==> src/rtl/sm4_stream_ctrl_if.sv <==
// sm4_stream_ctrl_if
//   Link between the stream controller (master) and the sm4_encryptor (slave).
//   Forward channel: one 128-bit group plus key, mask word and mode, issued
//   with v/ready. Return channel: the 128-bit result, offered with crypt_v and
//   accepted with yumi.
//   Signals:
//     content      128  group to cipher
//     key          128  cipher key
//     random       32   random mask word
//     decode       1    1 = decrypt
//     protection_v 1    enable the encryptor's encrypt/decrypt self-check
//     v / ready    1    group issue handshake
//     crypt        128  cipher result
//     crypt_v/yumi 1    result handshake (yumi only while crypt_v)
interface sm4_stream_ctrl_if;
  logic [127:0] content;
  logic [127:0] key;
  logic [31:0]  random;
  logic         decode;
  logic         protection_v;
  logic         v;
  logic         ready;
  logic [127:0] crypt;
  logic         crypt_v;
  logic         yumi;

  modport master (
    output content, key, random, decode, protection_v, v, yumi,
    input  ready, crypt, crypt_v
  );

  modport slave (
    input  content, key, random, decode, protection_v, v, yumi,
    output ready, crypt, crypt_v
  );
endinterface

==> src/rtl/sm4_stream_ctrl.sv <==
// sm4_stream_ctrl
//   Initiator for sm4_encryptor. Packs a 32-bit word stream into 128-bit
//   groups, issues each group to the encryptor, collects the result and
//   re-serialises it as 32-bit words (most significant word first).
//   Supports ECB and CBC chaining and supplies the mask word from an LFSR.
//   Ports:
//     clk_i, reset_i        clock, synchronous active-high reset
//     start_i               latch key/iv/cbc/decode, begin message (idle only)
//     key_i, iv_i           cipher key, CBC initial vector
//     cbc_i, decode_i       chaining mode, direction
//     data_i, last_i        input word; last_i sampled with 4th word of group
//     v_i / ready_o         input word handshake
//     data_o, last_o        output word; last_o with 4th word of last group
//     v_o / yumi_i          output word handshake
//     busy_o                message in progress
//     enc                   encryptor link (master side)
module sm4_stream_ctrl #(
  parameter logic [31:0] lfsr_seed_p  = 32'hACE1_2468,
  parameter bit          protection_p = 1'b1
) (
  input  logic                      clk_i,
  input  logic                      reset_i,
  input  logic                      start_i,
  input  logic [127:0]              key_i,
  input  logic [127:0]              iv_i,
  input  logic                      cbc_i,
  input  logic                      decode_i,
  input  logic [31:0]               data_i,
  input  logic                      last_i,
  input  logic                      v_i,
  output logic                      ready_o,
  output logic [31:0]               data_o,
  output logic                      last_o,
  output logic                      v_o,
  input  logic                      yumi_i,
  output logic                      busy_o,
  sm4_stream_ctrl_if.master         enc
);

  // A zero LFSR state would lock up, so a zero seed is replaced.
  localparam logic [31:0] SeedLp = (lfsr_seed_p == 32'h0) ? 32'h1 : lfsr_seed_p;
  localparam logic [31:0] TapsLp = 32'h8020_0003;

  typedef enum logic [2:0] {eIdle, eFill, eIssue, eWait, eDrain} state_e;

  state_e       state_q, state_d;
  logic [1:0]   cnt_q, cnt_d;
  logic [31:0]  lfsr_q, lfsr_d;
  logic [127:0] in_q, out_q, chain_q, key_q;
  logic         cbc_q, decode_q, last_q;
  logic [127:0] content_w, result_w;

  // ---------------- state register ----------------
  always_ff @(posedge clk_i) begin
    if (reset_i) state_q <= eIdle;
    else         state_q <= state_d;
  end

  // ---------------- next-state logic ----------------
  always_comb begin
    state_d = state_q;
    unique case (state_q)
      eIdle:  if (start_i) state_d = eFill;
      eFill:  if (v_i && cnt_q == 2'd3) state_d = eIssue;
      eIssue: if (enc.ready) state_d = eWait;
      eWait:  if (enc.crypt_v) state_d = eDrain;
      eDrain: if (yumi_i && cnt_q == 2'd3) state_d = last_q ? eIdle : eFill;
      default: state_d = eIdle;
    endcase
  end

  // ---------------- output logic ----------------
  always_comb begin
    ready_o  = 1'b0;
    v_o      = 1'b0;
    enc.v    = 1'b0;
    enc.yumi = 1'b0;
    busy_o   = (state_q != eIdle);
    unique case (state_q)
      eFill:  ready_o  = 1'b1;
      eIssue: enc.v    = 1'b1;
      eWait:  enc.yumi = enc.crypt_v;   // result is always accepted on arrival
      eDrain: v_o      = 1'b1;
      default: ;
    endcase
  end

  assign last_o = (state_q == eDrain) && last_q && (cnt_q == 2'd3);
  assign data_o = out_q[127:96];

  // ---------------- word counter and LFSR ----------------
  always_comb begin
    cnt_d = cnt_q;
    if ((state_q == eFill && v_i) || (state_q == eDrain && yumi_i))
      cnt_d = cnt_q + 2'd1;                 // wraps 3->0 at group boundary
    else if (state_q == eIdle && start_i)
      cnt_d = 2'd0;
  end

  // Galois form, right-shifting: feedback from bit 0 into the tap positions.
  assign lfsr_d = lfsr_q[0] ? ((lfsr_q >> 1) ^ TapsLp) : (lfsr_q >> 1);

  // ---------------- chaining datapath ----------------
  // CBC encrypt whitens the plaintext with the previous ciphertext before
  // issue; CBC decrypt whitens the result after capture instead.
  genvar gi;
  generate
    for (gi = 0; gi < 4; gi++) begin : g_lane
      assign content_w[gi*32 +: 32] = in_q[gi*32 +: 32] ^
        ((cbc_q && !decode_q) ? chain_q[gi*32 +: 32] : 32'h0);
      assign result_w[gi*32 +: 32] = enc.crypt[gi*32 +: 32] ^
        ((cbc_q && decode_q) ? chain_q[gi*32 +: 32] : 32'h0);
    end
  endgenerate

  always_ff @(posedge clk_i) begin
    if (reset_i) begin
      cnt_q    <= 2'd0;
      lfsr_q   <= SeedLp;
      in_q     <= '0;
      out_q    <= '0;
      chain_q  <= '0;
      key_q    <= '0;
      cbc_q    <= 1'b0;
      decode_q <= 1'b0;
      last_q   <= 1'b0;
    end else begin
      cnt_q  <= cnt_d;
      lfsr_q <= lfsr_d;
      unique case (state_q)
        eIdle: if (start_i) begin
          key_q    <= key_i;
          cbc_q    <= cbc_i;
          decode_q <= decode_i;
          chain_q  <= iv_i;
        end
        eFill: if (v_i) begin
          // after four shifts the first word sits in [127:96]
          in_q <= {in_q[95:0], data_i};
          if (cnt_q == 2'd3) last_q <= last_i;
        end
        eWait: if (enc.crypt_v) begin
          out_q <= result_w;
          if (cbc_q) chain_q <= decode_q ? in_q : enc.crypt;
        end
        eDrain: if (yumi_i) out_q <= {out_q[95:0], 32'h0};
        default: ;
      endcase
    end
  end

  assign enc.content      = content_w;
  assign enc.key          = key_q;
  assign enc.random       = lfsr_q;
  assign enc.decode       = decode_q;
  assign enc.protection_v = protection_p;

endmodule

==> src/flat_wrapper.sv <==
// flat-port wrapper written by rule: the top's interface ports become plain ports
module sm4_stream_ctrl_flat 
#(
  parameter logic [31:0] lfsr_seed_p  = 32'hACE1_2468,
  parameter bit          protection_p = 1'b1
)
  (clk_i, reset_i, start_i, key_i, iv_i, cbc_i, decode_i, data_i, last_i, v_i, ready_o, data_o, last_o, v_o, yumi_i, busy_o, enc_content, enc_key, enc_random, enc_decode, enc_protection_v, enc_v, enc_yumi, enc_ready, enc_crypt, enc_crypt_v);
  sm4_stream_ctrl_if enc_i ();
  input  logic clk_i;
  input  logic reset_i;
  input  logic start_i;
  input  logic [127:0] key_i;
  input  logic [127:0] iv_i;
  input  logic cbc_i;
  input  logic decode_i;
  input  logic [31:0] data_i;
  input  logic last_i;
  input  logic v_i;
  output logic ready_o;
  output logic [31:0] data_o;
  output logic last_o;
  output logic v_o;
  input  logic yumi_i;
  output logic busy_o;
  output wire logic [$bits(enc_i.content)-1:0] enc_content;
  output wire logic [$bits(enc_i.key)-1:0] enc_key;
  output wire logic [$bits(enc_i.random)-1:0] enc_random;
  output wire logic [$bits(enc_i.decode)-1:0] enc_decode;
  output wire logic [$bits(enc_i.protection_v)-1:0] enc_protection_v;
  output wire logic [$bits(enc_i.v)-1:0] enc_v;
  output wire logic [$bits(enc_i.yumi)-1:0] enc_yumi;
  input wire logic [$bits(enc_i.ready)-1:0] enc_ready;
  input wire logic [$bits(enc_i.crypt)-1:0] enc_crypt;
  input wire logic [$bits(enc_i.crypt_v)-1:0] enc_crypt_v;
  assign enc_content = enc_i.content;
  assign enc_key = enc_i.key;
  assign enc_random = enc_i.random;
  assign enc_decode = enc_i.decode;
  assign enc_protection_v = enc_i.protection_v;
  assign enc_v = enc_i.v;
  assign enc_yumi = enc_i.yumi;
  assign enc_i.ready = enc_ready;
  assign enc_i.crypt = enc_crypt;
  assign enc_i.crypt_v = enc_crypt_v;
  sm4_stream_ctrl #(.lfsr_seed_p(lfsr_seed_p), .protection_p(protection_p)) u_core (.clk_i(clk_i), .reset_i(reset_i), .start_i(start_i), .key_i(key_i), .iv_i(iv_i), .cbc_i(cbc_i), .decode_i(decode_i), .data_i(data_i), .last_i(last_i), .v_i(v_i), .ready_o(ready_o), .data_o(data_o), .last_o(last_o), .v_o(v_o), .yumi_i(yumi_i), .busy_o(busy_o), .enc(enc_i));
endmodule
==> config.mk <==
export PLATFORM = sky130hd
export DESIGN_NAME = sm4_stream_ctrl_flat
export DESIGN_NICKNAME = d
export VERILOG_FILES = /design/src/rtl/sm4_stream_ctrl_if.sv /design/src/rtl/sm4_stream_ctrl.sv /design/src/flat_wrapper.sv
export SDC_FILE = /design/constraint.sdc
export NUM_CORES = 1
export LEC_CHECK = 0
export ABC_AREA = 1
export BUFFER_PORTS_ARGS = -buffer_cell sky130_fd_sc_hd__buf_2
export CAP_MARGIN = 20
export CORE_AREA = 4 4 294 296
export DETAILED_ROUTE_END_ITERATION = 8
export DIE_AREA = 0 0 298 300
export PLACE_DENSITY = 0.58
export SYNTH_ARGS = -nofsm -noshare
export SYNTH_HDL_FRONTEND = slang
export SYNTH_SLANG_ARGS = --single-unit
==> constraint.sdc <==
create_clock -name clk_i -period 1.9 [get_ports clk_i]
set_clock_uncertainty 0.15 [all_clocks]
set_input_delay 0.285 -clock clk_i [delete_from_list [all_inputs] [get_ports clk_i]]
set_output_delay 0.285 -clock clk_i [all_outputs]
set_load 0.1 [all_outputs]
==> results of run 1 <==
cell type report:
class,instances,area [um^2],share of cell area
multi-input cells,3018,19500,0.390
repair buffers,1488,15000,0.300
flip-flops and latches,552,11100,0.222
clock buffers,102,2040,0.0408
well taps,1080,1350,0.0271
inverters,162,692,0.0139
clock inverters,23,248,0.00496
diodes,24,60.1,0.00120
synthesized netlist by cell type (all sizes together):
| master | count | area, um^2 |
|---|---|---|
| a21oi | 391 | 1960 |
| buf | 230 | 1350 |
| clkbuf | 144 | 541 |
| clkinv | 1 | 3.75 |
| conb | 1 | 3.75 |
| dfxtp | 552 | 11100 |
| ha | 1 | 12.5 |
| inv | 161 | 604 |
| nand2 | 1275 | 4790 |
| nand3 | 201 | 1010 |
| nand4 | 1 | 6.26 |
| nor2 | 386 | 1460 |
| nor3 | 1 | 5.00 |
| o21ai | 516 | 2580 |
| o22ai | 1 | 6.26 |
| or2 | 11 | 68.8 |
| xnor2 | 130 | 1140 |
| xor2 | 96 | 841 |
state kept, by name, summed over array words and instances (netlist names):
name               cells
u_core.cbc_q           1
u_core.chain_q       128
u_core.cnt_q           2
u_core.enc.decode      1
u_core.enc.key       128
u_core.enc.random     32
u_core.in_q          128
u_core.last_q          1
u_core.out_q         128
u_core.state_q         3
power groups by stage:
stage	clock [W]	sequential [W]	combinational, W
after floorplan	0	0.0205	0.0201
after global placement	0	0.0182	0.0350
after detailed placement	0	0.0182	0.0352
after CTS	0.0137	0.0182	0.0393
after global routing	0.0142	0.0188	0.0479
final	0.0136	0.0186	0.0465
metrics by stage:
| stage | total power, W | hold slack [ns] | instances | worst slack [ns] |
|---|---|---|---|---|
| 3_5_place_dp | 0.0534 | 0.261 | 5815 | -0.308 |
| 3_3_place_gp | 0.0532 | 0.261 | 5815 | -0.305 |
| 2_1_floorplan | 0.0406 | 0.253 | 4099 | -0.772 |
| 5_1_grt | 0.0808 | 0.0382 | 6442 | -0.737 |
| 4_1_cts | 0.0712 | 0.00125 | 6361 | -0.663 |
| 6_report | 0.0786 | 0.0289 | 6449 | -0.684 |
final timing paths:
check | end | start | cells past startpoint
hold / removal | u_core.out_q[127] | enc_crypt[127] | 5
setup reg to reg | u_core.chain_q[95] | u_core.state_q[0] | 12
hold reg to reg | u_core.enc.random[9] | u_core.enc.random[10] | 2
setup / recovery | enc_content[32] | u_core.cbc_q | 8
tightest hold or removal path, cell delays in order:
cell     delay, ns
buf_2         0.10
inv_1         0.08
xor2_1        0.09
a21oi_1       0.12
nor2_1        0.05
layer usage:
metal	wire, um	up-vias	global-route usage
met3	16800	424	0.0690
li1	-	15500	-
met5	40	-	0
met4	8930	6	0.148
met2	72600	2092	0.518
met1	63000	16200	0.413
what timing repair did:
| item | CTS | global route |
|---|---|---|
| hold endpoints to repair | 354 | 1 |
| endpoints found under the setup margin | 214 | 390 |
| pin swaps | 77 | 93 |
| buffers inserted | 45 | 24 |
| gates resized for setup | 204 | 383 |
| gates cloned | 25 | 46 |
| hold buffers | 351 | 1 |
kinds of logic after synthesis:
| group | Yosys count |
|---|---|
| compound gates | 908 |
| other cells | 1 |
| fa+ha+maj | 1 |
| simple gates | 1875 |
| xor+xnor | 226 |
| buf+inv | 536 |
| flops | 552 |
==> run metrics, run 1 <==
Die W 298 um; critical path type flip-flop to output port; Reg clk slew, reported paths roughly 0.06 ns; first-pass GRT wire length 216,000 um; combinational power share 0.591; WL/cell 25.0 um; Cell Chain, Critical Path inv_2 > nor2_4 > buf_8 > buf_12 > buf_12 > nand2_4 > xnor2_4 > buf_12; final worst-path cycle share 1.36; Clock Tree Buf Depth 3; Setup-failing EPs final 353; Req. time, crit path between 1 and 1.5 ns; clock latency on the worst-skew pair approximately 0.60 ns; Least-Margin Pin Slew 0.639 ns; Layout fillers 7,150; syn_nets 4,526; final setup TNS -101.61 ns; utilization after layout 0.598; Cell variety after synth 25; largest family of logic cells by synthesized area simple AND/OR/NAND/NOR gates; Total GRT Usage 0.321; cell mode on critical path buf_12; slowest stage cell, crit path dfxtp_2; largest net degree at the start of global routing 88; max-slew violations 0; Core Area 83,600 um^2; die area 89,400 um^2; Initial DRC Count 3,649; status finished with violations; Final Routed Wirelength 161,000 um; Adder-Cell Fraction of Synth Area 0.000456; gpl congestion 1.01; CTS Buf Count 70; syn avg cell area 6.69 um^2; Synth Instances 4,099; most frequent cells in the layout 1,027 x nand2_1, 598 x buf_2, 547 x dfxtp_1; slew margin rel. 0.573; PortBufs 752; Max IR drop VDD 1.11 mV; simple-gate share of the synthesized area 0.268; clk sinks ~550; failing checks negative setup slack; Slowest Stage Delay on Critical Path 0.34 ns; Final nets 5,719; design area 49,900 um^2; GRT Residual Overflow 0; internal power 0.0399 W; most common cell after layout, fill and taps aside nand2_1; Seq cells post-synth 552; Post-route DRC 0; Detail Route Antenna Nets 0; CP endpoint kind output port; Compound-Gate Fraction of Synth Area 0.166; PwrDens 1580 nW/um^2; MaxCap Viol Count 0; Die Y 300 um; post-synthesis sequential area ratio 0.403; synthesis warning total 0; CP delay by family, top buffers and inverters; Seq pwr share 0.237; FMAX 387 MHz; XOR/XNOR share of the synthesized area 0.0722; WP buf/inv 5; Worst R2R Setup Slack -0.18 ns; fin crit period between 2 and 3 ns; initial core utilization 0.328; First-pass DRT Iterations 7; vias in the first global route 32,300; switching share of power 0.492; final worst slack -0.684 ns; Leakage Power 21.4 nW; dpl cell area ~40,000 um^2; startpoint types flip-flop; Synth Cell Area 27,400 um^2; via count 34,300; Clock Tree Root clkbuf_16; FP Rows 106; synthesis-to-finish area growth 82.0%; DP Wirelength 104,000 um; CTS tree done; HP Class primary input to flip-flop; vias per inst 5.32; number of hold violations in the final report 0; number of H-tree levels 3; initial antenna violation count 27; CP Data Arrival Time 2.15 ns; layout cells sized above 1 0.338; I/O pins 754; multiplexer area fraction after synthesis 0; RSZ-0062 raised after global routing true; clock power share 0.172; Net Sw Power between 0.03 and 0.04 W; crit path max fanout 9
Note: power is estimated with default switching activity, not from simulation.
==> inputs of run 2 (changes only) <==
==> constraint.sdc (replaced) <==
create_clock -name clk_i -period 2.6 [get_ports clk_i]
set_clock_uncertainty 0.15 [all_clocks]
set_input_delay 0.39 -clock clk_i [delete_from_list [all_inputs] [get_ports clk_i]]
set_output_delay 0.39 -clock clk_i [all_outputs]
set_load 0.1 [all_outputs]
==> run metrics, run 2 (synthesis results as in run 1) <==
GRT met2 Usage 0.485 (-0.0327); critical path type flip-flop to output port; PortBufs 752 (unchanged); gpl congestion 0.925 (-8.2%); clock latency on the worst-skew pair 0.61 ns (about the same); initial antenna violation count 32 (+19%); vias per inst 5.13 (-3.4%); fin crit period 2.65 ns; HP Class primary input to flip-flop; Initial DRC Count 2,777 (-24%); Min-Delay Startpoint iv_i[116]; Clock Tree Buf Depth 3 (unchanged); Leakage Power 17.8 nW (-17%); DP Wirelength 95,900 um (-8.0%); layer with the highest usage met2; most common cell after layout, fill and taps aside nand2_1; CP Data Arrival Time 2.11 ns (-0.04 ns); Setup-failing EPs final 39 (-89%); Die W 298 um (unchanged); design area 42,000 um^2 (-16%); final worst slack -0.0545 ns (+0.629 ns); Final nets 5,318 (-7.0%); die area 89,400 um^2 (unchanged); Core Area 83,600 um^2 (unchanged); dpl cell area 36,200 um^2 (-8.7%); routing usage on met1 0.372 (-0.0413); Reg clk slew, reported paths 0.06 ns (about the same); First-pass DRT Iterations 6 (-1); CTS tree done; status finished with violations; Cell Count, Final, Fillers Out 6,037 (-6.4%); Min Hold Slack 0.0369 ns (+0.00805 ns); slew margin rel. 0.228 (-0.345); number of hold violations in the final report 0 (unchanged); FMAX 377 MHz; Req. time, crit path 2.06 ns (+0.60 ns); Total GRT Usage 0.296 (-0.0247); via count 31,000 (-9.6%); worst reg2reg path startpoint u_core.state_q[0]; I/O pins 754 (unchanged); Detail Route Antenna Nets 0 (unchanged); CTS Buf Count 68 (-2.9%); Die Y 300 um (unchanged); crit path max fanout 7 (-2); first-pass GRT wire length 200,000 um (-7.3%); met3 GRT Util 0.0737 (+0.00469); Post-route DRC 0 (unchanged); Least-Margin Pin Slew 1.16 ns (+0.519 ns); initial core utilization 0.328 (unchanged); dpl cells 5,636 (-3.1%); WL/cell 23.1 um (-7.7%); most frequent cells in the layout 1,150 x nand2_1, 618 x buf_2, 547 x dfxtp_1; FP Rows 106 (unchanged); GRT Residual Overflow 0 (unchanged); RSZ-0062 raised after global routing true; CP Launch Point u_core.enc.decode; Clock Tree Root clkbuf_16; pre-CTS setup slack 0.344 ns (+0.652 ns); startpoint types flip-flop; PwrDens 1120 nW/um^2 (-29%); number of H-tree levels 3 (unchanged); utilization after layout 0.503 (-0.0947); clk sinks 552 (unchanged); largest net degree at the start of global routing 168 (+91%); final worst-path cycle share 1.02; vias in the first global route 30,000 (-7.1%); CP endpoint kind output port; max-slew violations 0 (unchanged); synthesis-to-finish area growth 53.2%; Final Routed Wirelength 139,000 um (-14%); layout cells sized above 1 0.253 (-0.0846); Max IR drop VDD 0.917 mV (-17%); failing checks negative setup slack; MaxCap Viol Count 0 (unchanged)
==> run 2: metal layers <==
| metal | part of all wire | wire length, um |
|---|---|---|
| met1 | 0.40 | 55300 |
| met2 | 0.46 | 64700 |
| met3 | 0.091 | 12600 |
| met4 | 0.047 | 6570 |
| met5 | 0.00086 | 120 |
==> run 2: layout make-up <==
type                       instances  area [um^2]
inverter                         162          638
antenna                           19         47.5
tap                             1080         1350
fill                            8123        41500
clock inverter                    18          211
sequential                       552        11100
clock buffer                      99         2070
timing repair buffer            1096         9700
multi-input combinational       3011        16900
==> run 2: path summary, 6_finish.rpt <==
path,to,cells past startpoint,slack (ns)
worst max-delay path,enc_content[81],7,-0.05
worst min-delay path,u_core.chain_q[116],5,0.04
worst max register to register,u_core.chain_q[82],7,0.29
worst min register to register,u_core.enc.random[11],2,0.27
==> run 2: report_power, final <==
part	leakage [nW]	internal (W)	switching (W)	total, W
clock network	1.13	0.00584	0.00400	0.00985
registers	4.52	0.0103	0.00253	0.0129
logic	12.1	0.00769	0.0168	0.0245
total	17.8	0.0238	0.0233	0.0472
==> run 2: metrics by stage <==
stage | TNS (ns) | power [W]
after floorplan | -0.265 | 0.0283
after global placement | 0 | 0.0359
after detailed placement | 0 | 0.0361
after CTS | -5.37 | 0.0470
after global routing | -6.60 | 0.0489
final | -0.778 | 0.0472
==> run 2: critical path, cell delays in order, from the launching register on <==
cell,delay (ns)
dfxtp_4,0.36
nor2_4,0.15
buf_12,0.18
buf_12,0.17
buf_16,0.18
nand2_8,0.07
xnor2_4,0.20
buf_12,0.21
==> run 2: timing repair <==
action                                  in CTS  in global routing
pin swaps                                   18                 27
hold endpoints to repair                   240                  0
hold buffers                               240                  0
buffers inserted                            14                  1
endpoints found under the setup margin     118                116
gates cloned                                10                  2
gates resized for setup                    139                 54
